**src/rtl/tpg_pkg.sv**
```systemverilog
// Shared definitions for the test-pattern generator: mode encoding, BGR colour constants
// and the colour-bar lookup.
package tpg_pkg;

    typedef enum logic [2:0] {
        MODE_BORDER  = 3'd0,
        MODE_BARS    = 3'd1,
        MODE_CHECKER = 3'd2,
        MODE_HGRAD   = 3'd3,
        MODE_VGRAD   = 3'd4,
        MODE_FRAME   = 3'd5,
        MODE_RSVD6   = 3'd6,
        MODE_RSVD7   = 3'd7
    } tpg_mode_e;

    // Packing is {B, G, R}
    localparam logic [23:0] BGR_WHITE   = 24'hFFFFFF;
    localparam logic [23:0] BGR_YELLOW  = 24'h00FFFF;
    localparam logic [23:0] BGR_CYAN    = 24'hFFFF00;
    localparam logic [23:0] BGR_GREEN   = 24'h00FF00;
    localparam logic [23:0] BGR_MAGENTA = 24'hFF00FF;
    localparam logic [23:0] BGR_RED     = 24'h0000FF;
    localparam logic [23:0] BGR_BLUE    = 24'hFF0000;
    localparam logic [23:0] BGR_BLACK   = 24'h000000;

    function automatic logic [23:0] bar_colour(input logic [2:0] idx);
        case (idx)
            3'd0:    return BGR_WHITE;
            3'd1:    return BGR_YELLOW;
            3'd2:    return BGR_CYAN;
            3'd3:    return BGR_GREEN;
            3'd4:    return BGR_MAGENTA;
            3'd5:    return BGR_RED;
            3'd6:    return BGR_BLUE;
            default: return BGR_BLACK;
        endcase
    endfunction

endpackage

```
**src/rtl/pattern_generator_if.sv**
```systemverilog
// Video bundle between timing generator, pattern generator and TMDS encoders.
// master = side driving timing/mode, slave = pattern generator.
interface pattern_generator_if #(
    parameter int COORD_W = 10
);
    logic               i_de;
    logic               i_hs;
    logic               i_vs;
    logic [COORD_W-1:0] i_x;
    logic [COORD_W-1:0] i_y;
    logic [2:0]         i_mode;
    logic               o_de;
    logic               o_hs;
    logic               o_vs;
    logic [23:0]        o_bgr;
    logic [15:0]        o_frame_cnt;

    modport master (
        output i_de, i_hs, i_vs, i_x, i_y, i_mode,
        input  o_de, o_hs, o_vs, o_bgr, o_frame_cnt
    );

    modport slave (
        input  i_de, i_hs, i_vs, i_x, i_y, i_mode,
        output o_de, o_hs, o_vs, o_bgr, o_frame_cnt
    );
endinterface

```
**src/rtl/tpg_box_mover.sv**
```systemverilog
// Bouncing-box position state, advanced once per frame edge; used only when
// TPG_MOVING_BOX_EN is defined. A turn-around frame flips direction without moving.
module tpg_box_mover #(
    parameter int H_ACTIVE = 640,
    parameter int V_ACTIVE = 480,
    parameter int COORD_W  = 10,
    parameter int BOX_SIZE = 32,
    parameter int BOX_STEP = 2
) (
    input  logic               i_clk,
    input  logic               i_rstn,
    input  logic               i_frame_edge,
    output logic [COORD_W-1:0] o_bx,
    output logic [COORD_W-1:0] o_by
);
    localparam logic [COORD_W-1:0] STEP = COORD_W'(BOX_STEP);

    logic [COORD_W-1:0] r_bx, r_by;
    logic               r_dx_pos, r_dy_pos;
    logic               w_x_turn, w_y_turn;

    assign w_x_turn = r_dx_pos ? ((int'(r_bx) + BOX_SIZE + BOX_STEP) > H_ACTIVE) : (r_bx < STEP);
    assign w_y_turn = r_dy_pos ? ((int'(r_by) + BOX_SIZE + BOX_STEP) > V_ACTIVE) : (r_by < STEP);

    always_ff @(posedge i_clk or negedge i_rstn) begin
        if (!i_rstn) begin
            r_bx     <= '0;
            r_by     <= '0;
            r_dx_pos <= 1'b1;
            r_dy_pos <= 1'b1;
        end else if (i_frame_edge) begin
            if (w_x_turn) r_dx_pos <= ~r_dx_pos;
            else          r_bx     <= r_dx_pos ? r_bx + STEP : r_bx - STEP;
            if (w_y_turn) r_dy_pos <= ~r_dy_pos;
            else          r_by     <= r_dy_pos ? r_by + STEP : r_by - STEP;
        end
    end

    assign o_bx = r_bx;
    assign o_by = r_by;
endmodule

```
**src/rtl/pattern_generator.sv**
```systemverilog
// Multi-mode DVI test-pattern source with a 2-cycle pixel pipeline and frame-synchronous mode switch.
// Optional moving-box overlay enabled by defining TPG_MOVING_BOX_EN.
module pattern_generator
    import tpg_pkg::*;
#(
    parameter int H_ACTIVE   = 640,
    parameter int V_ACTIVE   = 480,
    parameter int COORD_W    = 10,
    parameter int CHECK_LOG2 = 5,
    parameter int GRAD_SHIFT = 2
`ifdef TPG_MOVING_BOX_EN
    ,
    parameter int BOX_SIZE   = 32,
    parameter int BOX_STEP   = 2
`endif
) (
    input  logic               i_clk,
    input  logic               i_rstn,
    pattern_generator_if.slave bus
);
    localparam int                 BAR_W  = H_ACTIVE / 8;
    localparam logic [COORD_W-1:0] X_LAST = COORD_W'(H_ACTIVE - 1);
    localparam logic [COORD_W-1:0] Y_LAST = COORD_W'(V_ACTIVE - 1);

    logic        r_de1, r_hs1, r_vs1;
    logic        r_de2, r_hs2, r_vs2;
    logic [23:0] r_bgr1, r_bgr2;
    logic [15:0] r_frame_cnt;
    tpg_mode_e   r_mode;

    logic        w_frame_edge;
    logic [2:0]  w_bar_idx;
    logic [7:0]  w_grad_x, w_grad_y;
    logic [23:0] w_pattern, w_pixel;

    // r_vs1 doubles as the registered vsync for edge detection
    assign w_frame_edge = bus.i_vs & ~r_vs1;
    assign w_grad_x     = 8'(bus.i_x >> GRAD_SHIFT);
    assign w_grad_y     = 8'(bus.i_y >> GRAD_SHIFT);

    // Bar index from a compare chain against constant bar boundaries
    always_comb begin
        w_bar_idx = 3'd0;
        for (int k = 1; k < 8; k++) begin
            if (int'(bus.i_x) >= k * BAR_W) w_bar_idx = 3'(k);
        end
    end

    always_comb begin
        w_pattern = BGR_BLACK;
        case (r_mode)
            MODE_BORDER:  w_pattern = (bus.i_x == '0 || bus.i_x == X_LAST ||
                                       bus.i_y == '0 || bus.i_y == Y_LAST) ? BGR_RED : BGR_WHITE;
            MODE_BARS:    w_pattern = bar_colour(w_bar_idx);
            MODE_CHECKER: w_pattern = (bus.i_x[CHECK_LOG2] ^ bus.i_y[CHECK_LOG2]) ? BGR_WHITE : BGR_BLACK;
            MODE_HGRAD:   w_pattern = {w_grad_x, w_grad_x, w_grad_x};
            MODE_VGRAD:   w_pattern = {w_grad_y, w_grad_y, w_grad_y};
            MODE_FRAME:   w_pattern = {8'h00, r_frame_cnt[7:0], 8'hFF - r_frame_cnt[7:0]};
            default:      w_pattern = BGR_BLACK;
        endcase
    end

`ifdef TPG_MOVING_BOX_EN
    localparam logic [COORD_W:0] BOX_EXT = (COORD_W+1)'(BOX_SIZE);

    logic [COORD_W-1:0] w_bx, w_by;
    logic               w_in_box;

    tpg_box_mover #(
        .H_ACTIVE (H_ACTIVE),
        .V_ACTIVE (V_ACTIVE),
        .COORD_W  (COORD_W),
        .BOX_SIZE (BOX_SIZE),
        .BOX_STEP (BOX_STEP)
    ) u_box_mover (
        .i_clk        (i_clk),
        .i_rstn       (i_rstn),
        .i_frame_edge (w_frame_edge),
        .o_bx         (w_bx),
        .o_by         (w_by)
    );

    assign w_in_box = (bus.i_x >= w_bx) && ({1'b0, bus.i_x} < ({1'b0, w_bx} + BOX_EXT)) &&
                      (bus.i_y >= w_by) && ({1'b0, bus.i_y} < ({1'b0, w_by} + BOX_EXT));
    assign w_pixel  = w_in_box ? BGR_GREEN : w_pattern;
`else
    assign w_pixel = w_pattern;
`endif

    always_ff @(posedge i_clk or negedge i_rstn) begin
        if (!i_rstn) begin
            r_mode      <= MODE_BORDER;
            r_frame_cnt <= '0;
        end else if (w_frame_edge) begin
            r_mode      <= tpg_mode_e'(bus.i_mode);
            r_frame_cnt <= r_frame_cnt + 16'd1;
        end
    end

    always_ff @(posedge i_clk or negedge i_rstn) begin
        if (!i_rstn) begin
            r_de1  <= 1'b0;
            r_hs1  <= 1'b0;
            r_vs1  <= 1'b0;
            r_bgr1 <= '0;
            r_de2  <= 1'b0;
            r_hs2  <= 1'b0;
            r_vs2  <= 1'b0;
            r_bgr2 <= '0;
        end else begin
            r_de1  <= bus.i_de;
            r_hs1  <= bus.i_hs;
            r_vs1  <= bus.i_vs;
            r_bgr1 <= bus.i_de ? w_pixel : BGR_BLACK;
            r_de2  <= r_de1;
            r_hs2  <= r_hs1;
            r_vs2  <= r_vs1;
            r_bgr2 <= r_de1 ? r_bgr1 : BGR_BLACK;
        end
    end

    assign bus.o_de        = r_de2;
    assign bus.o_hs        = r_hs2;
    assign bus.o_vs        = r_vs2;
    assign bus.o_bgr       = r_bgr2;
    assign bus.o_frame_cnt = r_frame_cnt;
endmodule

```
**src/flat_wrapper.sv**
```systemverilog
// flat-port wrapper written by rule: the top's interface ports become plain ports
module pattern_generator_flat import tpg_pkg::*;
#(
    parameter int H_ACTIVE   = 640,
    parameter int V_ACTIVE   = 480,
    parameter int COORD_W    = 10,
    parameter int CHECK_LOG2 = 5,
    parameter int GRAD_SHIFT = 2

)
  (i_clk, i_rstn, bus_i_de, bus_i_hs, bus_i_vs, bus_i_x, bus_i_y, bus_i_mode, bus_o_de, bus_o_hs, bus_o_vs, bus_o_bgr, bus_o_frame_cnt);
  pattern_generator_if #(.COORD_W(COORD_W)) bus_i ();
  input  logic i_clk;
  input  logic i_rstn;
  input wire logic [$bits(bus_i.i_de)-1:0] bus_i_de;
  input wire logic [$bits(bus_i.i_hs)-1:0] bus_i_hs;
  input wire logic [$bits(bus_i.i_vs)-1:0] bus_i_vs;
  input wire logic [$bits(bus_i.i_x)-1:0] bus_i_x;
  input wire logic [$bits(bus_i.i_y)-1:0] bus_i_y;
  input wire logic [$bits(bus_i.i_mode)-1:0] bus_i_mode;
  output wire logic [$bits(bus_i.o_de)-1:0] bus_o_de;
  output wire logic [$bits(bus_i.o_hs)-1:0] bus_o_hs;
  output wire logic [$bits(bus_i.o_vs)-1:0] bus_o_vs;
  output wire logic [$bits(bus_i.o_bgr)-1:0] bus_o_bgr;
  output wire logic [$bits(bus_i.o_frame_cnt)-1:0] bus_o_frame_cnt;
  assign bus_i.i_de = bus_i_de;
  assign bus_i.i_hs = bus_i_hs;
  assign bus_i.i_vs = bus_i_vs;
  assign bus_i.i_x = bus_i_x;
  assign bus_i.i_y = bus_i_y;
  assign bus_i.i_mode = bus_i_mode;
  assign bus_o_de = bus_i.o_de;
  assign bus_o_hs = bus_i.o_hs;
  assign bus_o_vs = bus_i.o_vs;
  assign bus_o_bgr = bus_i.o_bgr;
  assign bus_o_frame_cnt = bus_i.o_frame_cnt;
  pattern_generator #(.H_ACTIVE(H_ACTIVE), .V_ACTIVE(V_ACTIVE), .COORD_W(COORD_W), .CHECK_LOG2(CHECK_LOG2), .GRAD_SHIFT(GRAD_SHIFT)) u_core (.i_clk(i_clk), .i_rstn(i_rstn), .bus(bus_i));
endmodule
```
**config.mk**
```make
export PLATFORM = sky130hd
export DESIGN_NAME = pattern_generator_flat
export DESIGN_NICKNAME = d
export VERILOG_FILES = /design/src/rtl/tpg_pkg.sv /design/src/rtl/pattern_generator_if.sv /design/src/rtl/tpg_box_mover.sv /design/src/rtl/pattern_generator.sv /design/src/flat_wrapper.sv
export SDC_FILE = /design/constraint.sdc
export NUM_CORES = 1
export LEC_CHECK = 0
export ABC_AREA = 1
export BUFFER_PORTS_ARGS = -buffer_cell sky130_fd_sc_hd__buf_2
export CAP_MARGIN = 0
export CORE_UTILIZATION = 39
export CTS_BUF_LIST = sky130_fd_sc_hd__clkbuf_2
export DETAILED_ROUTE_END_ITERATION = 8
export GPL_TIMING_DRIVEN = 0
export PLACE_DENSITY = 0.72
export SLEW_MARGIN = 20
export SYNTH_ARGS = -nofsm -noshare
export SYNTH_HDL_FRONTEND = slang
export SYNTH_SLANG_ARGS = --single-unit
```
**constraint.sdc**
```tcl
create_clock -name i_clk -period 1.3 [get_ports i_clk]
set_clock_uncertainty 0.05 [all_clocks]
set_input_delay 0.195 -clock i_clk [delete_from_list [all_inputs] [get_ports i_clk]]
set_output_delay 0.195 -clock i_clk [all_outputs]
set_load 0.05 [all_outputs]
```
==> summary.md <==
| Metric | Value |
|---|---|
| Ys Warns | `0` |
| Core Area | `0.00826 mm2` |
| Antenna cells | `0` |
| Crit-path slowest cell | `dfrtp_1` |
| Int Pwr | `4.83 mW` |
| Die W | `94.7 um` |
| Root Driver | `clkbuf_2` |
| P_sw | `3.00 mW` |
| Multi-input gate area | `0.00152 mm2` |
| Crit-path cells | `buf_6, inv_4, nand4_4, o21ai_4, nor2_4, nand4_1, nand2_1, inv_1` |
| Synth async-reset ratio | `100%` |
| Post-Synthesis Net Count | `423` |
| Post-Syn Area | `0.00335 mm2` |
| RSZ-0062 raised after global routing | `yes` |
| DR WL met2 | `4290 um` |
| Worst Setup Slack, final | `-0.290 ns` |
| Insertion delay to the later sink of the worst-skew pair | `0.49 ns` |
| Sequential share of power | `36.8%` |
| R2r worst-path depth | `8` |
| Top FF cell, synth | `dfrtp_1` |
| Switch share | `38.3%` |
| LEAKAGE | `2.92 nW` |
| Die Y | `94.7 um` |
| WP buf/inv | `3` |
| Final hold slack | `0.0635 ns` |
| Failing checks | `negative setup slack` |
| Worst reg2reg startpoint | `u_core.r_mode[0]` |
| Mapped Avg Cell Area | `8.50 um2` |
| Final period utilization | `122%` |
| Sink Count | `73` |
| Max-Cap Viols | `0` |
| Comb pwr share | `41.7%` |
| Worst-Margin Slew | `0.406 ns` |
| Post-synth EDFFs | `0` |
| Hold/Removal Path Class | `input port to asynchronous set/reset pin` |
| CTS Buffer Depth | `2` |
| PwrDens | `1510 mW/mm2` |
| Die area | `0.00896 mm2` |
| WL/cell | `12.8 um` |
| Vias in the first global route | `2798` |
| Final hold violations | `0` |
| Synth area leader | `dfrtp_1` |
| CTS H-Tree Depth | `3` |
| Drt pass-1 iters | `5` |
| Status | `complete, but fails checks` |
| Power share of the clock group | `21.5%` |
| Share of cells above drive strength 1 | `42.7%` |
| Final GP Congestion | `0.874` |
| WP depth | `8` |
| # port buffers | `70` |
| Met3 wire length | `348 um` |
| Drt drc | `0` |
| Flop-to-flop setup slack | `-0.29 ns` |
| Setup Viol. Count Final | `64` |
| Vias per inst | `4.64` |
| Rel. slew slack | `72.9%` |
| GRT overflow | `0` |
| Ranking of synthesized cells by area | `dfrtp_1 55%, nand2_1 11%, inv_1 8.9%` |
| ANT nets after route | `0` |
| Uppermost layer routed | `met4` |
| Nets | `551` |
| Pin count of the biggest net entering global routing | `51` |
| Startpoint Class | `register` |
| Initial core utilization | `40.5%` |
| FF-to-FF End | `u_core.r_bgr1[14]` |
| Sequential share of the synthesized area | `54.6%` |
| Crit path kind | `register to register` |
| CP peak stage delay | `0.48 ns` |
| Number of DRC markers in iteration 0 | `131` |
| Synthesis-to-finish area growth | `54.7%` |
| Num ports | `71` |
| CTS tree | `done` |
| FP Rows | `33` |
| Synth top area share | `54.6%` |
| Worst Path Required | `1.66 ns` |
| CP Max Fanout | `8` |
| Worst-path clk slew | `0.21 ns` |
| CP arrival | `1.95 ns` |
| CP top delay family | `simple AND/OR/NAND/NOR gates` |
| F_max | `629 MHz` |
| Initial antenna violation count | `0` |
| Drt total wl | `8110 um` |
| Global-route wire length before repair | `12900 um` |
| Flops & latches, synth | `73` |
| Sequential cell area | `0.00185 mm2` |
| Vias | `2934` |
| WL met1 | `3290 um` |
| Maximum VDD drop | `1.05 mV` |
| Fillcell total | `681` |
| Unique cell type count in the Yosys netlist | `27` |
| Clock period minus final worst setup slack | `1.59 ns` |
| Total GRT Usage | `18.8%` |
| Cells after Synth | `394` |
| Crit. End Element | `register` |
| Post-DP HPWL | `4990 um` |
| Final Slew Violations | `0` |
| TritonCTS Buffers | `9` |
| Setup_tns | `-8.30 ns` |
[Yosys cell counts (4+ instances only)]
cell and count:
nor2_2 6, inv_1 79, o21ai_0 8, xor2_1 14, nor2_1 31, nand3_1 20, o21ai_1 10, nor3_1 8
nand4_1 13, nand2_1 99, inv_2 7, dfrtp_1 73, nand4_2 4
[layout make-up]
cell class	instances	area share, %
flip-flops and latches	73	35.7
multi-input cells	227	29.4
repair buffers	118	21.7
inverters	87	6.35
well taps	105	2.54
clock inverters	7	2.44
plain buffers	6	1.01
clock buffers	9	0.870
[per-stage QoR]
stage	utilization [%]	cell area, um2	std cells	power, mW	setup WS, ns
finish	62.7	5180	632	7.84	-0.290
global route	62.7	5180	632	8.26	-0.341
CTS	59.7	4930	625	7.47	-0.164
detailed placement	47.1	3890	570	4.92	-0.273
global placement	46.7	3860	569	4.88	-0.456
floorplan	-	3370	394	4.35	-0.308
[cells in the final DEF, fill, tap and decap left out, types with 3 or more instances in the layout]
cell and n:
xor2_1 14, buf_2 26, nor2_2 4, dlygate4sd3_1 7, nand2_1 89, nor3_1 6, o21ai_4 8, nor2_4 15
buf_12 4, dfrtp_1 57, dfrtp_2 16, bufinv_16 3, nand4_1 13, nand3_2 16, nand3_1 3, nand2_4 3
nor2_1 19, clkbuf_2 9, buf_6 52, inv_1 75, nand2_2 9, o21ai_0 8, inv_2 10, buf_4 29
[logic make-up after synthesis]
group,synth area share [%]
simple gates,25.5
flops,54.6
xor+xnor,4.19
fa+ha+maj,0.374
buf+inv,11.4
compound gates,4.00
[worst max-delay path by stage]
stage	endpoint	slack [ns]	startpoint
global placement	u_core.bus.o_frame_cnt[14]	-0.46	i_rstn
finish	u_core.r_bgr1[14]	-0.29	u_core.r_mode[0]
floorplan	u_core.bus.o_frame_cnt[14]	-0.31	u_core.bus.o_frame_cnt[0]
detailed placement	u_core.bus.o_frame_cnt[12]	-0.27	u_core.bus.o_frame_cnt[0]
CTS	u_core.bus.o_frame_cnt[12]	-0.16	u_core.bus.o_frame_cnt[0]
global route	u_core.r_bgr1[8]	-0.34	u_core.r_mode[0]
[metal layers]
metal	up-vias	track usage, %
met5	-	0
met4	0	7.32
met3	20	4.99
met2	97	32.5
met1	1367	22.1
li1	1450	-
[repair_timing]
| item | in CTS | in global routing |
|---|---|---|
| cloned | 1 | 0 |
| hold buffers | 7 | 0 |
| pin swaps | 35 | 26 |
| endpoints found under the setup margin | 75 | 83 |
| gates resized for setup | 151 | 35 |
| buffers inserted | 31 | 8 |
| endpoints found under the hold margin | 88 | 0 |
[power by group through the flow]
stage / Combinational [mW] / Sequential (mW) / Clock (mW)
6_report: 3.27 / 2.89 / 1.68
5_1_grt: 3.48 / 2.93 / 1.86
4_1_cts: 2.85 / 2.89 / 1.73
3_5_place_dp: 1.97 / 2.95 / 0
3_3_place_gp: 1.95 / 2.93 / 0
2_1_floorplan: 0.746 / 3.60 / 0
[sequential cells by signal, indices dropped and copies added (netlist names)]
name	flops
u_core.bus.o_frame_cnt	16
u_core.r_bgr1	24
u_core.r_vs1	1
u_core.r_hs1	1
u_core.r_de1	1
u_core.bus.o_de	1
u_core.r_mode	3
u_core.bus.o_vs	1
u_core.bus.o_bgr	24
u_core.bus.o_hs	1
Power figures use the tool's default switching activity.
